$ cat src/rtl/bypass_pkg.sv
`default_nettype none
// +----------------------------------------------------------------------+
// | bypass_pkg: stage-entry type and default parameters for bypass_ctrl   |
// | Revision: 1.0                                                         |
// +----------------------------------------------------------------------+
package bypass_pkg;

  localparam int DEF_AW       = 5;
  localparam int DEF_DEPTH    = 3;
  localparam int DEF_N_SRC    = 2;
  localparam int DEF_LOAD_LAT = 1;

  // Destination field is sized for the widest supported register file;
  // narrower instances zero-extend and leave the upper bits constant.
  localparam int MAX_AW = 8;

  typedef struct packed {
    logic              valid;
    logic              wr_en;
    logic [MAX_AW-1:0] dest;
    logic              is_load;
  } stage_entry_t;

endpackage
`default_nettype wire

$ cat src/rtl/bypass_src_match.sv
`default_nettype none
// +----------------------------------------------------------------------+
// | bypass_src_match: youngest-wins forwarding select for one source      |
// | Revision: 1.0                                                         |
// +----------------------------------------------------------------------+
module bypass_src_match
  import bypass_pkg::*;
#(
  parameter int AW       = DEF_AW,
  parameter int DEPTH    = DEF_DEPTH,
  parameter int LOAD_LAT = DEF_LOAD_LAT
) (
  input  logic                     src_valid,
  input  logic [AW-1:0]            src_addr,
  input  stage_entry_t [DEPTH-1:0] stages,
  output logic [DEPTH-1:0]         sel,
  output logic                     hazard
);

  logic [MAX_AW-1:0] addr_ext;
  logic              found;

  always_comb begin
    addr_ext           = '0;
    addr_ext[AW-1:0]   = src_addr;
    sel                = '0;
    hazard             = 1'b0;
    found              = 1'b0;
    for (int k = 0; k < DEPTH; k++) begin
      if (!found && src_valid && stages[k].valid && stages[k].wr_en &&
          (stages[k].dest == addr_ext) && (addr_ext != '0)) begin
        sel[k] = 1'b1;
        // Load data is not yet available in stages younger than LOAD_LAT.
        hazard = stages[k].is_load && (k < LOAD_LAT);
        found  = 1'b1;
      end
    end
  end

endmodule
`default_nettype wire

$ cat src/rtl/bypass_ctrl.sv
`default_nettype none
// +----------------------------------------------------------------------+
// | bypass_ctrl: producer-stage tracking, forwarding select and load-use  |
// | stall. Optional stall counter under BYPASS_CTRL_STATS_EN.             |
// | Revision: 1.0                                                         |
// +----------------------------------------------------------------------+
module bypass_ctrl
  import bypass_pkg::*;
#(
  parameter int AW       = DEF_AW,
  parameter int DEPTH    = DEF_DEPTH,
  parameter int N_SRC    = DEF_N_SRC,
  parameter int LOAD_LAT = DEF_LOAD_LAT
) (
  input  logic                   clock,
  input  logic                   reset,
  input  logic                   advance,
  input  logic                   flush,
  input  logic                   issue_valid,
  input  logic                   issue_wr_en,
  input  logic [AW-1:0]          issue_dest,
  input  logic                   issue_is_load,
  input  logic [N_SRC-1:0]       src_valid,
  input  logic [N_SRC*AW-1:0]    src_addr,
  output logic [N_SRC*DEPTH-1:0] byp_sel,
`ifdef BYPASS_CTRL_STATS_EN
  output logic [31:0]            stall_count,
`endif
  output logic                   stall
);

  stage_entry_t [DEPTH-1:0] stage_q;
  stage_entry_t [DEPTH-1:0] stage_d;
  stage_entry_t             issue_entry;
  logic [N_SRC-1:0]         src_hazard;

  for (genvar i = 0; i < N_SRC; i++) begin : g_src
    bypass_src_match #(
      .AW       (AW),
      .DEPTH    (DEPTH),
      .LOAD_LAT (LOAD_LAT)
    ) u_match (
      .src_valid (src_valid[i]),
      .src_addr  (src_addr[i*AW +: AW]),
      .stages    (stage_q),
      .sel       (byp_sel[i*DEPTH +: DEPTH]),
      .hazard    (src_hazard[i])
    );
  end

  assign stall = |src_hazard;

  always_comb begin
    issue_entry               = '0;
    issue_entry.valid         = 1'b1;
    issue_entry.wr_en         = issue_wr_en;
    issue_entry.dest[AW-1:0]  = issue_dest;
    issue_entry.is_load       = issue_is_load;

    stage_d = stage_q;
    if (advance) begin
      for (int k = 1; k < DEPTH; k++) begin
        stage_d[k] = stage_q[k-1];
      end
      stage_d[0] = (issue_valid && !stall && !flush) ? issue_entry : '0;
    end else if (flush) begin
      stage_d[0].valid = 1'b0;
    end
  end

  always_ff @(posedge clock) begin
    if (reset) begin
      stage_q <= '0;
    end else begin
      stage_q <= stage_d;
    end
  end

`ifdef BYPASS_CTRL_STATS_EN
  logic [31:0] stall_count_q;
  logic [31:0] stall_count_d;

  always_comb begin
    stall_count_d = stall_count_q;
    if (stall && advance && (stall_count_q != 32'hFFFF_FFFF)) begin
      stall_count_d = stall_count_q + 32'd1;
    end
  end

  always_ff @(posedge clock) begin
    if (reset) begin
      stall_count_q <= '0;
    end else begin
      stall_count_q <= stall_count_d;
    end
  end

  assign stall_count = stall_count_q;
`endif

endmodule
`default_nettype wire

$ cat config.mk
export PLATFORM = sky130hd
export DESIGN_NAME = bypass_ctrl
export DESIGN_NICKNAME = d
export VERILOG_FILES = /design/src/rtl/bypass_pkg.sv /design/src/rtl/bypass_src_match.sv /design/src/rtl/bypass_ctrl.sv
export SDC_FILE = /design/constraint.sdc
export NUM_CORES = 1
export LEC_CHECK = 0
export CAP_MARGIN = 40
export CELL_PAD_IN_SITES_DETAIL_PLACEMENT = 1
export CELL_PAD_IN_SITES_GLOBAL_PLACEMENT = 1
export CORE_MARGIN = 2
export CORE_UTILIZATION = 40
export CTS_BUF_LIST = sky130_fd_sc_hd__clkbuf_8
export CTS_CLUSTER_SIZE = 12
export DETAILED_ROUTE_END_ITERATION = 12
export PLACE_DENSITY_LB_ADDON = 0.1
export SLEW_MARGIN = 25
export SYNTH_ARGS = -nofsm -noshare
export SYNTH_HDL_FRONTEND = slang
export SYNTH_SLANG_ARGS = --single-unit
$ cat constraint.sdc
create_clock -name clock -period 3.2 [get_ports clock]
set_clock_uncertainty 0.1 [all_clocks]
set_input_delay 0.64 -clock clock [delete_from_list [all_inputs] [get_ports clock]]
set_output_delay 0.64 -clock clock [all_outputs]
set_load 0.01 [all_outputs]
==> out/qor.yml <==
r2r_cells: 7
dpl.hpwl_mm: 2.80
cts_made_buffers: 3
status: "complete, no violations"
core-area_um2: 3030
syn_avg_cell_area_um2: 8.75
via_per_inst: 5.03
cts_sinks: 22
seqCellArea_um2: 440
crit_required_ns: 2.46
syn_to_final_growth_pct: 39.9
drt_iter0_drc: 26
ff2ff_setup_slack_ns: 1.08
synthTopCellsByArea: "dfxtp_1 35%, xnor2_1 18%, mux2i_1 11%"
path_class: "in -> out"
io_pins: 31
worst_hold_slack_ns: 0.393
async_reset_ff_frac: 0
maxCapViolations: 0
std_cell_rows: 20
synth-seq-cells: 22
slew_violations: 0
num_antenna_cells: 0
r2r-end: "stage_q[3]$_SDFFE_PP0P_"
drc_errors: 0
yosysTopAreaCell: "dfxtp_1"
ys_seq_area_frac: 0.347
clk_latency_ns: 0.27
grt_pass1_vias: 1236
critPathCapture: "byp_sel[1]"
antenna_found_initial: 0
drive_gt1_frac: 0.165
hold_buffers: 0
grtUsageTotal: 0.221
top_regs: "stage_q: 22 flops"
cts_tree: "yes"
finalWeightedCongestion: 0.806
largest_register_ffs: 22
start_util: 0.419
power_density_nw_per_um2: 330
ys_types: 25
die_height_um: 60.3
synthesis.nets: 169
layout.cells.non_filler: 232
path_max_fanout: 3
ir_drop_mv: 0.201
synth_top_area_share: 0.347
fin_crit_sh: 0.978
p_leak_nw: 0.749
yosysMostFrequentCell: "xnor2_1"
multi_input_area_um2: 772
fmax_mhz: 320
synth_flop_cell: "dfxtp_1"
synthTopCellsByCount: "26 x xnor2_1, 22 x dfxtp_1, 16 x nor2_1, 14 x mux2i_1, 11 x nand2_1"
finalHoldViolCount: 0
ys_warn_count: 0
hold_class: "reg -> reg"
critPathLaunchType: "input pin"
grt_max_degree: 18
power_mw: 0.586
synth_edf_count: 0
worst_pin_slew_ns: 0.684
dp.cells: 227
cp-end-kind: "primary output"
max_slew_margin: 0.542
wl_mm: 3.67
fin_nets: 213
regMostFlops: "stage_q"
grt_pass1_wl_mm: 5.91
die-area_um2: 3640
chipWidth_um: 60.3
fin_crit_ns: 3.13
wl_per_cell_um: 15.8
reg2reg_from: "stage_q[5]$_SDFFE_PP0P_"
port_buffers: 30
cts_root_buf: "clkbuf_8"
setup_viol: 0
cts.htree.levels: 1
path_clk_slew_ns: 0.09
dr.pass1.iters: 4
startpoint: "src_addr[2]"
arrival_ns: 2.39
vias: 1166
syn_inst: 145
antenna_left: 0
grt_overflow: 0
fillCellCount: 348
syn_area_um2: 1270
clk_path_buf_depth: 2
==> cells in the final DEF (no fill, tap or decap), drive strengths merged, types with 7 or more instances in the layout <==
cell	synthesis	final
xnor2	26	26
dfxtp	22	22
clkdlybuf4s50	0	18
buf	3	18
nor2	17	17
mux2i	14	14
nand2	11	11
inv	9	9
o31ai	7	7
==> worst max-delay path: stages <==
cell and delay (ns):
clkdlybuf4s50_1 0.46, or4_1 0.54, nor2_2 0.12, buf_4 0.12, nor3_1 0.06, and3_1 0.18, dlygate4sd2_1 0.28
==> worst min-delay path by stage <==
stage / from / cells past startpoint / endpoint / slack (ns)
floorplan: stage_q[0]$_SDFFE_PP0P_ / 2 / stage_q[0]$_SDFFE_PP0P_ / 0.35
finish: stage_q[0]$_SDFFE_PP0P_ / 2 / stage_q[0]$_SDFFE_PP0P_ / 0.39
global placement: stage_q[31]$_SDFFE_PP0P_ / 2 / stage_q[31]$_SDFFE_PP0P_ / 0.38
CTS: stage_q[0]$_SDFFE_PP0P_ / 2 / stage_q[0]$_SDFFE_PP0P_ / 0.39
detailed placement: stage_q[0]$_SDFFE_PP0P_ / 2 / stage_q[0]$_SDFFE_PP0P_ / 0.38
global route: stage_q[0]$_SDFFE_PP0P_ / 2 / stage_q[0]$_SDFFE_PP0P_ / 0.43
==> area by class of cell <==
cell class              instances  area share
flip-flops and latches         22       0.248
inverters                       9      0.0190
clock buffers                   4      0.0310
multi-input cells             107       0.435
well taps                      44      0.0310
repair buffers                 46       0.236
==> what timing repair did <==
action,CTS,global route
setup buffers,1,0
pin swaps,2,0
cloned,0,0
resized for setup,18,9
endpoints found under the setup margin,7,7
hold endpoints to repair,0,0
==> cells by family (layout without fill, tap and decap cells) <==
kind of cell	count (synthesis)	in the layout	share of synthesized area
buffers and inverters	16	59	0.0572
AOI/OAI and AO/OA	10	10	0.0661
muxes	14	14	0.110
and+or+nand+nor	53	53	0.212
xor gates and xnor gates	30	30	0.207
DFF	22	22	0.347
==> power by group <==
part           internal (mW)  switching [mW]  total, mW
Clock                  0.110          0.0958      0.206
Sequential             0.278         0.00600      0.284
Combinational         0.0562          0.0404     0.0966
Total                  0.444           0.142      0.586
==> stage by stage <==
stage                      util  instance area, µm²  TNS [ns]  setup WS (ns)
after CTS                 0.583                1770         0        0.00391
after global placement    0.561                1700     -1.47         -0.273
after floorplan               -                1270         0          0.598
after detailed placement  0.561                1700     -1.74         -0.318
final                     0.586                1780         0         0.0709
after global routing      0.586                1780  -0.00925       -0.00925
==> routing by layer <==
metal	routed length, µm	global-route usage
met1	1620	0.273
met2	1850	0.382
met3	113	0.0281
met4	88	0.0984
met5	0	0
(Power assumes the default switching activity.)
